`config.mk`:
```
export PLATFORM = sky130hd
export DESIGN_NAME = fas_frame_sched
export DESIGN_NICKNAME = d
export VERILOG_FILES = /design/src/rtl/fas_frame_sched.sv
export SDC_FILE = /design/constraint.sdc
export NUM_CORES = 1
export LEC_CHECK = 0
export ABC_AREA = 1
export BUFFER_PORTS_ARGS = -buffer_cell sky130_fd_sc_hd__buf_4
export CORE_MARGIN = 8
export CORE_UTILIZATION = 45
export DETAILED_ROUTE_END_ITERATION = 12
export PLACE_DENSITY = 0.68
export SYNTH_ARGS = -nofsm -noshare
export SYNTH_HDL_FRONTEND = slang
export SYNTH_SLANG_ARGS = --single-unit
```
`constraint.sdc`:
```
create_clock -name clk -period 4.69 [get_ports clk]
set_input_delay 0 -clock clk [delete_from_list [all_inputs] [get_ports clk]]
set_output_delay 0 -clock clk [all_outputs]
set_load 0.02 [all_outputs]
```
`src/rtl/fas_frame_sched.sv`:
```
// rtl/fas_frame_sched.sv - FIR-to-FFT ping-pong frame scheduler with serial peak-bin search.
module fas_frame_sched #(
  parameter int NUM_FRAMES = 64,
  parameter int MAG_W      = 32,
  parameter int SKIP_DC    = 0
) (
  input  logic             clk,
  input  logic             rst,
  input  logic             fir_valid,
  output logic             buf_we,
  output logic [4:0]       buf_waddr,
  output logic             fft_start,
  output logic             fft_bank,
  input  logic             fft_valid,
  output logic [3:0]       bin_sel,
  input  logic [MAG_W-1:0] bin_mag,
  output logic [3:0]       freq,
  output logic             freq_valid,
  output logic             done,
  output logic             overrun
);

  localparam int FC_W = (NUM_FRAMES > 1) ? $clog2(NUM_FRAMES) : 1;
  localparam logic [FC_W-1:0] LAST_FRAME = FC_W'(NUM_FRAMES - 1);

  typedef enum logic [2:0] {
    C_IDLE, C_START, C_WAIT, C_SCAN, C_REPORT, C_DONE
  } state_t;

  state_t state_q, state_d;

  logic             wr_bank_q, wr_bank_d;
  logic [3:0]       wr_idx_q, wr_idx_d;
  logic [1:0]       full_q, full_d;
  logic             rd_bank_q, rd_bank_d;
  logic [3:0]       bin_sel_q, bin_sel_d;
  logic [MAG_W-1:0] max_q, max_d;
  logic [3:0]       idx_q, idx_d;
  logic [3:0]       freq_q, freq_d;
  logic [FC_W-1:0]  frame_cnt_q, frame_cnt_d;
  logic             done_q, done_d;
  logic             overrun_q, overrun_d;

  logic write_fire;
  logic fft_done;

  always_ff @(posedge clk) begin
    if (rst) state_q <= C_IDLE;
    else     state_q <= state_d;
  end

  always_comb begin
    state_d = state_q;
    unique case (state_q)
      C_IDLE:   if (full_q[rd_bank_q]) state_d = C_START;
      C_START:  state_d = C_WAIT;
      C_WAIT:   if (fft_valid) state_d = C_SCAN;
      C_SCAN:   if (bin_sel_q == 4'd15) state_d = C_REPORT;
      C_REPORT: state_d = (frame_cnt_q == LAST_FRAME) ? C_DONE : C_IDLE;
      C_DONE:   state_d = C_DONE;
      default:  state_d = C_IDLE;
    endcase
  end

  always_comb begin
    fft_start  = (state_q == C_START);
    freq_valid = (state_q == C_REPORT);
    fft_bank   = rd_bank_q;
    bin_sel    = bin_sel_q;
    // Show the new peak in the same cycle as the pulse; hold it afterwards.
    freq       = freq_valid ? idx_q : freq_q;
    done       = done_q;
    overrun    = overrun_q;
    buf_we     = write_fire;
    buf_waddr  = {wr_bank_q, wr_idx_q};
  end

  assign write_fire = fir_valid && !full_q[wr_bank_q] && !done_q;
  assign fft_done   = (state_q == C_WAIT) && fft_valid;

  always_comb begin
    wr_bank_d   = wr_bank_q;
    wr_idx_d    = wr_idx_q;
    full_d      = full_q;
    rd_bank_d   = rd_bank_q;
    bin_sel_d   = bin_sel_q;
    max_d       = max_q;
    idx_d       = idx_q;
    freq_d      = freq_q;
    frame_cnt_d = frame_cnt_q;
    done_d      = done_q;
    overrun_d   = overrun_q | (fir_valid && full_q[wr_bank_q] && !done_q);

    if (write_fire) begin
      wr_idx_d = wr_idx_q + 4'd1;
      if (wr_idx_q == 4'd15) begin
        full_d[wr_bank_q] = 1'b1;
        wr_bank_d         = ~wr_bank_q;
      end
    end

    // The bank being cleared is full, so it can never be the one being set here.
    if (fft_done) begin
      full_d[rd_bank_q] = 1'b0;
      rd_bank_d         = ~rd_bank_q;
      bin_sel_d         = 4'd0;
    end

    if (state_q == C_SCAN) begin
      bin_sel_d = bin_sel_q + 4'd1;
      if (bin_sel_q == 4'd0) begin
        if (SKIP_DC != 0) begin
          max_d = '0;
          idx_d = 4'd1;
        end else begin
          max_d = bin_mag;
          idx_d = 4'd0;
        end
      end else if (bin_mag > max_q) begin
        max_d = bin_mag;
        idx_d = bin_sel_q;
      end
    end

    if (state_q == C_REPORT) begin
      freq_d      = idx_q;
      frame_cnt_d = frame_cnt_q + FC_W'(1);
      if (frame_cnt_q == LAST_FRAME) done_d = 1'b1;
    end
  end

  always_ff @(posedge clk) begin
    if (rst) begin
      wr_bank_q   <= 1'b0;
      wr_idx_q    <= 4'd0;
      full_q      <= 2'b00;
      rd_bank_q   <= 1'b0;
      bin_sel_q   <= 4'd0;
      max_q       <= '0;
      idx_q       <= 4'd0;
      freq_q      <= 4'd0;
      frame_cnt_q <= '0;
      done_q      <= 1'b0;
      overrun_q   <= 1'b0;
    end else begin
      wr_bank_q   <= wr_bank_d;
      wr_idx_q    <= wr_idx_d;
      full_q      <= full_d;
      rd_bank_q   <= rd_bank_d;
      bin_sel_q   <= bin_sel_d;
      max_q       <= max_d;
      idx_q       <= idx_d;
      freq_q      <= freq_d;
      frame_cnt_q <= frame_cnt_d;
      done_q      <= done_d;
      overrun_q   <= overrun_d;
    end
  end

endmodule

```
Word level (Yosys, flattened, before mapping)
Index checks and enable logic that the tools add are counted.
{ "totals": {"ff_bits": 63, "in_bits": 36, "out_inout_bits": 19, "word_cells": 77} }
{ "op_classes": {"addsub": 3, "order_cmp": 5, "eq_ne": 11, "muxes": 23, "bitwise": 6, "n_reduce_logical": 17} }
{ "ops": {"columns": ["cell", "count"], "rows": [
  ["$mux W32", 2],
  ["$gt A32 B32 Y1", 1],
  ["$mux W4", 5],
  ["$pmux W3 S6", 1],
  ["$mux W3", 4],
  ["$add A4 B1 Y4 const B", 2],
  ["$eq A4 B4 Y1 const B", 2],
  ["$logic_and A1 B1 Y1", 7],
  ["$add A6 B1 Y6 const B", 1],
  ["$eq A3 B2 Y1 const B", 2],
  ["$eq A3 B3 Y1 const B", 2],
  ["$eq A6 B6 Y1 const B", 1],
  ["$mux W1", 6],
  ["$mux W2", 3],
  ["$ne A2 B2 Y1 const B", 3],
  ["$reduce_and A2 Y1", 3],
  ["$logic_not A4 Y1", 1],
  ["$lt A1 B2 Y1 const B", 2],
  ["$reduce_bool A2 Y1", 2],
  ["$eq A3 B1 Y1 const B", 1],
  ["$logic_not A3 Y1", 1],
  ["$reduce_and A3 Y1", 1],
  ["$and A2 B2 Y2", 1],
  ["$demux W1 S1", 2],
  ["6 further kinds", 9]
]} }

Depth between registers and ports, before layout
Gate-level depths: netlist (run 1).
{ "depth": {"depth_word": 9, "depth_mapped": 19, "mapped_depth_nobuf": 18} }

Worst setup path before layout (run 1)
No wires, ideal clock.
{ "synth_timing": {"path_kind": "reg2reg", "startpoint": "reg max_q[31]", "endpoint": "reg idx_q[1]", "arrival_time_ns": 1.672, "t_required_ns": 4.577, "path_slack_ns": 2.905, "stages_incl_launch_ff": 17, "synth_period_minus_slack_ns": 1.785, "path_cell_list": "dfxtp_1 -> inv_1 -> ha_1 -> nand2_2 -> nor2_4 -> nand2_2 -> nor2_1 -> nand2_1 -> o21ai_1 -> nor2_1 -> nand2_1 -> nand2_2 -> nand2_8 -> buf_12 -> nand3_2 -> nand2_1 -> nor2_2"} }
{ "synth_between": {"elab_chain_len": 3} }
{ "synth_rtl": {"columns": ["element", "line_no", "text"], "rows": [
  ["start, declared", "37", "logic [MAG_W-1:0] max_q, max_d;"],
  ["start signal, assigned", "151", "max_q <= max_d;"],
  ["$gt A32 B32 Y1", "119", "end else if (bin_mag > max_q) begin"],
  ["$reduce_bool A2 Y1 (no line)", null, null],
  ["$reduce_and A2 Y1 (no line)", null, null],
  ["end signal, assigned", "152", "idx_q <= idx_d;"],
  ["end, declared", "38", "logic [3:0] idx_q, idx_d;"]
]} }
Every way passes these cells.
A chain may end at the register's enable or synchronous reset.

Worst setup path after layout (run 1)
{ "layout_timing": {"startpoint": "reg state_q[1]", "endpoint": "reg bin_sel_q[2], in the netlist bin_sel[2]"} }
{ "layout_between": {"elab_chain_len": 3, "elab_cells_between_ends": 5} }
{ "layout_rtl": {"columns": ["element", "line_no", "text"], "rows": [
  ["start, declared", "30", "state_t state_q, state_d;"],
  ["start signal, assigned", "49", "else state_q <= state_d;"],
  ["$eq A3 B2 Y1", "79", "assign fft_done = (state_q == C_WAIT) && fft_valid;"],
  ["$logic_and A1 B1 Y1", "79", null],
  ["$reduce_bool A2 Y1 (no line)", null, null],
  ["end signal, assigned", "150", "bin_sel_q <= bin_sel_d;"],
  ["end, declared", "36", "logic [3:0] bin_sel_q, bin_sel_d;"]
]} }
Parallel ways exist; a longest one is shown, timed or not.

==> impl_results.md, run 1 <==
- Status: finished clean
- Synth Register Bits: 63
- Post-CTS Resized: 0
- Ant diodes: 0
- Vias in the first global route: ~3,600
- # IOs: 55
- Synth-to-layout area growth: 18.5%
- Final core occ: approximately 55%
- Routed wire length: 8620 um
- Fmax: 425 MHz
- Via count: 3,491
- Vias per inst: 4.83
- Final setup TNS: 0 ns
- Reg2reg start: state_q[1]
- # fillers: 834
- Worst slew pin tran: 0.747 ns
- Synth Area in Adders: between 10% and 20%
- Post-Syn Instances: between 500 and 600
- Warnings from Yosys: 0
- Storage cell area: 1260 um2
- Largest cells by area after synthesis: dfxtp_1 (31%), ha_1 (11%), nand2_1 (8.7%)
- Largest family of logic cells by synthesized area: simple AND/OR/NAND/NOR gates
- Number of detailed-route iterations in the first pass: 4
- CTS root buf: clkbuf_8
- Skew final: 0.00480 ns
- Hold wc startpoint: bin_mag[27]
- Clock sink count: 63
- Fin. Hold Viols: 0
- Floorplan Core Area: 8680 um2
- CP Max Fanout: 57
- Clock Latency Late Sink: 0.34 ns
- Flop-to-flop setup slack: 2.34 ns
- Layout cells sized above 1: 22.1%
- Number of buffers added on ports: 54
- H-tree levels: 3
- DP Worst Slack: 2.39 ns
- Register area share after synthesis: 31.4%
- GRT overflow: 0
- Mean Syn Cell Area: 7.42 um2
- Reg clk slew, reported paths: 0.07 ns
- Die ar.: ~12,000 um2
- Hold Path Class: input port to register
- Post-synth top area share: 31.4%
- Simple-Gate Fraction of Synth Area: slightly below 30%
- Total CTS buffers: 9
- Worst Slack Setup Final: 2.34 ns
- Max IR drop VDD: 0.000186 V
- RSZ-0062 raised after global routing: no
- Die Width: 110 um
- Tot GR Track Use: 14.5%
- DRT antenna net count: 0
- Final GP Congestion: 0.759
- CP Class: register to register
- Cell leakage power: about 2 nW
- Critical Path Start Type: register
- PwrDens: 237 nW/um2
- Multi-input gate area: roughly 2100 um2
- Number of library cell types mapped by synthesis: 34
- Final net count: 682
- Hpwl dp: 5970 um
- Reg2Reg Depth: 5
- Hold depth: 5
- Period utilization: 50.2%
- Largest net degree at the start of global routing: 73
- CTS tree: done
- Post-synthesis mux area share: 0%
- Crit path DAT: 2.60 ns
- Synth Area in Compound Gates: roughly 13%
- Die Y: 110 um
- Maxcap violations: 0
- Clock period minus worst slack: 2.35 ns
- Final Setup Violations: 0
- Routed WL per cell: roughly 12 um
- Initial drt markers: 187
- Critical Path RT: slightly below 5 ns
- Slew HR: 50.2%
- Max Root-Sink Buffers: 2
- Synth Cell Area: 4020 um2
- Post-synthesis xor/xnor area fraction: 0%
- Slew Limit Fails: 0
- Num rows: 34
- Initial core utilization: 46.3%
- Critical path endpoint category: register
- Net Count, Synth: 613
- First-pass GRT wire length: 15,200 um
- R2r endpoint: bin_sel[2]
- Initial antenna violation count: 0
- Area leader, netlist: dfxtp_1
- DRC: 0
- Hold path endpoint: max_q[27]
## synth_stat cells (all sizes together)
| master | n |
|---|---|
| a21o | 1 |
| a21oi | 62 |
| a221oi | 1 |
| a31oi | 2 |
| a41oi | 1 |
| buf | 20 |
| clkbuf | 2 |
| clkinv | 1 |
| dfxtp | 63 |
| ha | 36 |
| inv | 96 |
| nand2 | 97 |
| nand3 | 42 |
| nand4 | 2 |
| nor2 | 75 |
| nor3 | 7 |
| nor4 | 2 |
| o21a | 1 |
| o21ai | 22 |
| o31ai | 2 |
| or2 | 6 |
## worst max-delay path by stage
stage                     from         end  slack (ns)  cells past startpoint
floorplan            max_q[31]    idx_q[1]        2.90                     16
global placement    state_q[2]  bin_sel[2]        2.49                      6
detailed placement  state_q[0]  bin_sel[2]        2.39                      8
CTS                 state_q[0]  bin_sel[2]        2.34                      5
global route        state_q[1]  bin_sel[1]        2.11                      8
finish              state_q[1]  bin_sel[2]        2.34                      5
## cells by family (layout without fill, tap and decap cells)
kind of cell / after synthesis / in the layout
simple gates: 231 / 231
buf+inv: 119 / 193
compound gates: 92 / 92
flops: 63 / 63
fa+ha+maj: 36 / 36
## where the power goes
group / leakage, nW / internal, mW / switching (mW)
registers: 0.508 / 0.537 / 0.00181
clock network: 0.100 / 0.258 / 0.211
logic: 1.45 / 0.0606 / 0.0613
total: 2.06 / 0.855 / 0.274
## metrics by stage
stage / hold slack [ns] / instance area [um2] / cells / total power, mW
3_3_place_gp: 0.290 / 4330 / 683 / 0.653
3_5_place_dp: 0.299 / 4330 / 683 / 0.656
2_1_floorplan: 0.0691 / 4020 / 541 / 0.614
4_1_cts: 0.000716 / 4760 / 723 / 1.14
6_report: 0.00110 / 4760 / 723 / 1.13
5_1_grt: 0.0126 / 4760 / 723 / 1.18
## registers in the layout (all words and copies together) (netlist names), 2 cells and up
register	cells
frame_cnt_q	6
full_q	2
bin_sel	4
wr_idx_q	4
max_q	32
freq_q	4
idx_q	4
state_q	3
## area by class of cell
| cell class | instances | area share, % |
|---|---|---|
| timing repair buffer | 80 | 13.9 |
| multi-input combinational | 359 | 45.1 |
| clock inverter | 4 | 0.947 |
| sequential | 63 | 26.5 |
| tap | 108 | 2.84 |
| clock buffer | 12 | 3.05 |
| inverter | 97 | 7.65 |
## critical path, stage by stage (launching register included)
cell and delay (ns):
dfxtp_1 0.39, nand2_1 0.14, nor2_4 0.49, buf_4 0.71, o21ai_0 0.20, a221oi_1 0.30
## metal layers
layer,track usage [%],up-vias,wire length [um]
met5,0,-,0
met1,16.4,1577,3970
met3,5.41,14,461
met2,24.7,51,4070
met4,4.23,0,112
li1,-,1849,-
## timing repair
item | in CTS | in global routing
hold buffers | 24 | 0
buffers inserted | 0 | 0
hold endpoints to repair | 36 | 0
## placed cells by master (no fill, tap or decap), types with 2 or more instances in the layout
master          n
a21oi_2         6
dlygate4sd3_1  24
nor2_2          5
a21oi_1        56
nand2_2         3
nor2_4          2
clkbuf_8       10
nand3_2        34
inv_1          90
clkbuf_1        2
ha_1           36
inv_2           6
buf_4          56
a31oi_1         2
nand2_1        93
nand4_1         2
clkinv_2        3
nand3_1         8
o31ai_1         2
or2_2           6
nor3_1          6
o21ai_0        18
o21ai_1         4
nor4_2          2
dfxtp_1        63
nor2_1         68
(Power assumes the default switching activity.)
==> inputs of run 2 (changes only) <==
- clock period: 4.69 -> 2.44 ns (I/O delays scaled with it)
==> run 2 against run 1 <==
Net effect:
- highest routed layer unchanged
- global-route usage fell by 0.64 points
- critical path depth rose by 6
- final area rose by 1.6%
- worst setup slack got worse by 2.1 ns
- largest cell class unchanged
- power rose by 100%
- sequential power rose by 91%
- routed wire length rose by 1.2%
- die area did not move
- largest power group unchanged
- hold slack improved by 0.0029 ns
- combinational power rose by 94%
- final cell count rose by 0.69%
==> impl_results.md, run 2 (synthesis results as in run 1) <==
- Sw frac: 24.7%
- Reg clk slew, reported paths: roughly 0.07 ns
- Via count: 3,491
- Worst Slack Setup Final: 0.266 ns
- Critical Path RT: 2.67 ns
- Routed wire length: 8720 um
- Final net count: roughly 690
- Largest regs: max_q: 32 flops, frame_cnt_q: 6 flops
- Tot GR Track Use: between 10 and 15%
- CP max stage cell: nand2_4
- Crit path DAT: roughly 2.4 ns
- Initial core utilization: 46.3%
- Status: finished clean
- Number of buffers added on ports: 54
- GRT overflow: 0
- Ant diodes: 0
- Final Setup Violations: 0
- Initial drt markers: 204
- Reg2reg start: max_q[23]
- CP dominant cell by count: nand2_1
- Clk pwr share: between 40 and 50%
- Hold Path Class: input port to register
- Clock Latency Late Sink: 0.35 ns
- DRT antenna net count: 0
- Routed WL per cell: 12.0 um
- DRC: 0
- Final GP Congestion: ~0.82
- Die Width: approximately 110 um
- Clock sink count: 63
- Final setup TNS: 0 ns
- Post-CTS Resized: 0
- Period utilization: 89.1%
- PwrDens: 474 nW/um2
- Total CTS buffers: 9
- Num rows: 34
- Final core occ: 55.7%
- Vias per inst: roughly 4.8
- Final Non-Filler Cells: roughly 730
- Max reg flops: 32
- Clock period minus worst slack: about 2.2 ns
- NetSw: 566 uW
- Synth-to-layout area growth: 20.4%
- Floorplan Core Area: 8680 um2
- Post-CTS Setup Repair Bufs: 0
- Internal power: roughly 1.7 mW
- Skew final: approximately 0.013 ns
- Largest net degree at the start of global routing: 73
- Die ar.: 12,200 um2
- Critical Path Start Type: register
- Die Y: between 100 and 150 um
- CP Class: register to register
- CP bufs+invs: 1
- Dpl cells: 685
- # IOs: 55
- Hold wc startpoint: bin_mag[2]
- CP startpoint: max_q[23]
- Slew Limit Fails: 0
- Initial antenna violation count: 0
- Most frequent cells in the layout: nand2_1 (93), inv_1 (90), nor2_1 (68)
- Commonest non-fill, non-tap cell in the layout: nand2_1
- CTS root buf: clkbuf_8
- Comb power frac: 10.4%
- Total power: 2.29 mW
- Max IR drop VDD: 0.000271 V
- Sequential share of power: 45.1%
- Worst slew pin tran: 0.534 ns
- Maxcap violations: 0
- CTS tree: done
- Critical path's largest stage delay: 0.43 ns
- Fin. Hold Viols: 0
- Hpwl dp: about 6000 um
- Delay-heaviest family, CP: simple AND/OR/NAND/NOR gates
- CP Max Fanout: 36
- First-pass GRT wire length: ~15,000 um
- Largest Register: max_q
- Critical path endpoint category: register
- Max Root-Sink Buffers: 2
- CP Cell Sequence: inv_1 > ha_1 > nand4_1 > nor4_2 > nand2_1 > nand2_1 > nand2_2 > nand2_4 > nand3_2 > nand2_1 > nor2_1
- Vias in the first global route: 3,320
- Layout cells sized above 1: 22.7%
- Fmax: approximately 460 MHz
- Slew HR: between 60% and 70%
- Cell leakage power: 2.10 nW
- Number of detailed-route iterations in the first pass: 4
- H-tree levels: 3
- RSZ-0062 raised after global routing: no
- DP Worst Slack: 0.259 ns
## run 2: changes by cell type in the layout (fill, tap and decap cells not counted), sizes merged
| cell | before | now |
|---|---|---|
| clkbuf | 12 | 9 |
| buf | 56 | 58 |
| clkinvlp | 0 | 2 |
| dlygate4sd3 | 24 | 26 |
| bufinv | 1 | 2 |
| nand2 | 97 | 98 |
## run 2: repair_timing
item                                   in CTS  in global routing
endpoints found under the hold margin      38                  0
setup endpoints to repair                   0                  1
hold buffers                               26                  0
## run 2: path summary, 6_finish.rpt
check / endpoint / slack [ns] / cells after the start
min: max_q[2] / 0.004 / 5
max: max_q[10] / 0.27 / 11
max reg2reg: max_q[10] / 0.27 / 11
min reg2reg: frame_cnt_q[5] / 0.47 / 1
## run 2: per-layer routing
layer	share of wire, %	vias up	global-route usage (%)
li1	-	1862	-
met1	46	1558	15.9
met2	47	61	23.5
met3	5.6	10	4.60
met4	1.0	0	4.59
met5	0	-	0
## run 2: cell type report
type	count	area (um2)
fillers	833	3840
multi-input cells	360	2160
flip-flops and latches	63	1260
repair buffers	84	696
inverters	97	364
well taps	108	135
clock buffers	9	124
clock inverters	7	97.6
## run 2: stage by stage
step,cell area (um2),hold slack (ns)
final,4830,0.00404
after global routing,4830,0.0171
after detailed placement,4340,0.295
after CTS,4820,0.0000371
after floorplan,4020,0.0691
after global placement,4340,0.287
## run 2: worst reg2reg max path: cells and delay by family, from the launching register on
kind          cells  cell delay [ns]
flops             1             0.33
fa+ha+maj         1             0.31
buf+inv           1             0.04
simple gates      9             1.38
## run 2: power by group through the flow
| stage | sequential, mW | clock, mW | combinational (mW) |
|---|---|---|---|
| floorplan | 1.06 | 0 | 0.119 |
| global placement | 1.06 | 0 | 0.199 |
| detailed placement | 1.06 | 0 | 0.204 |
| CTS | 1.03 | 1.05 | 0.238 |
| global route | 1.03 | 1.09 | 0.266 |
| finish | 1.03 | 1.02 | 0.237 |
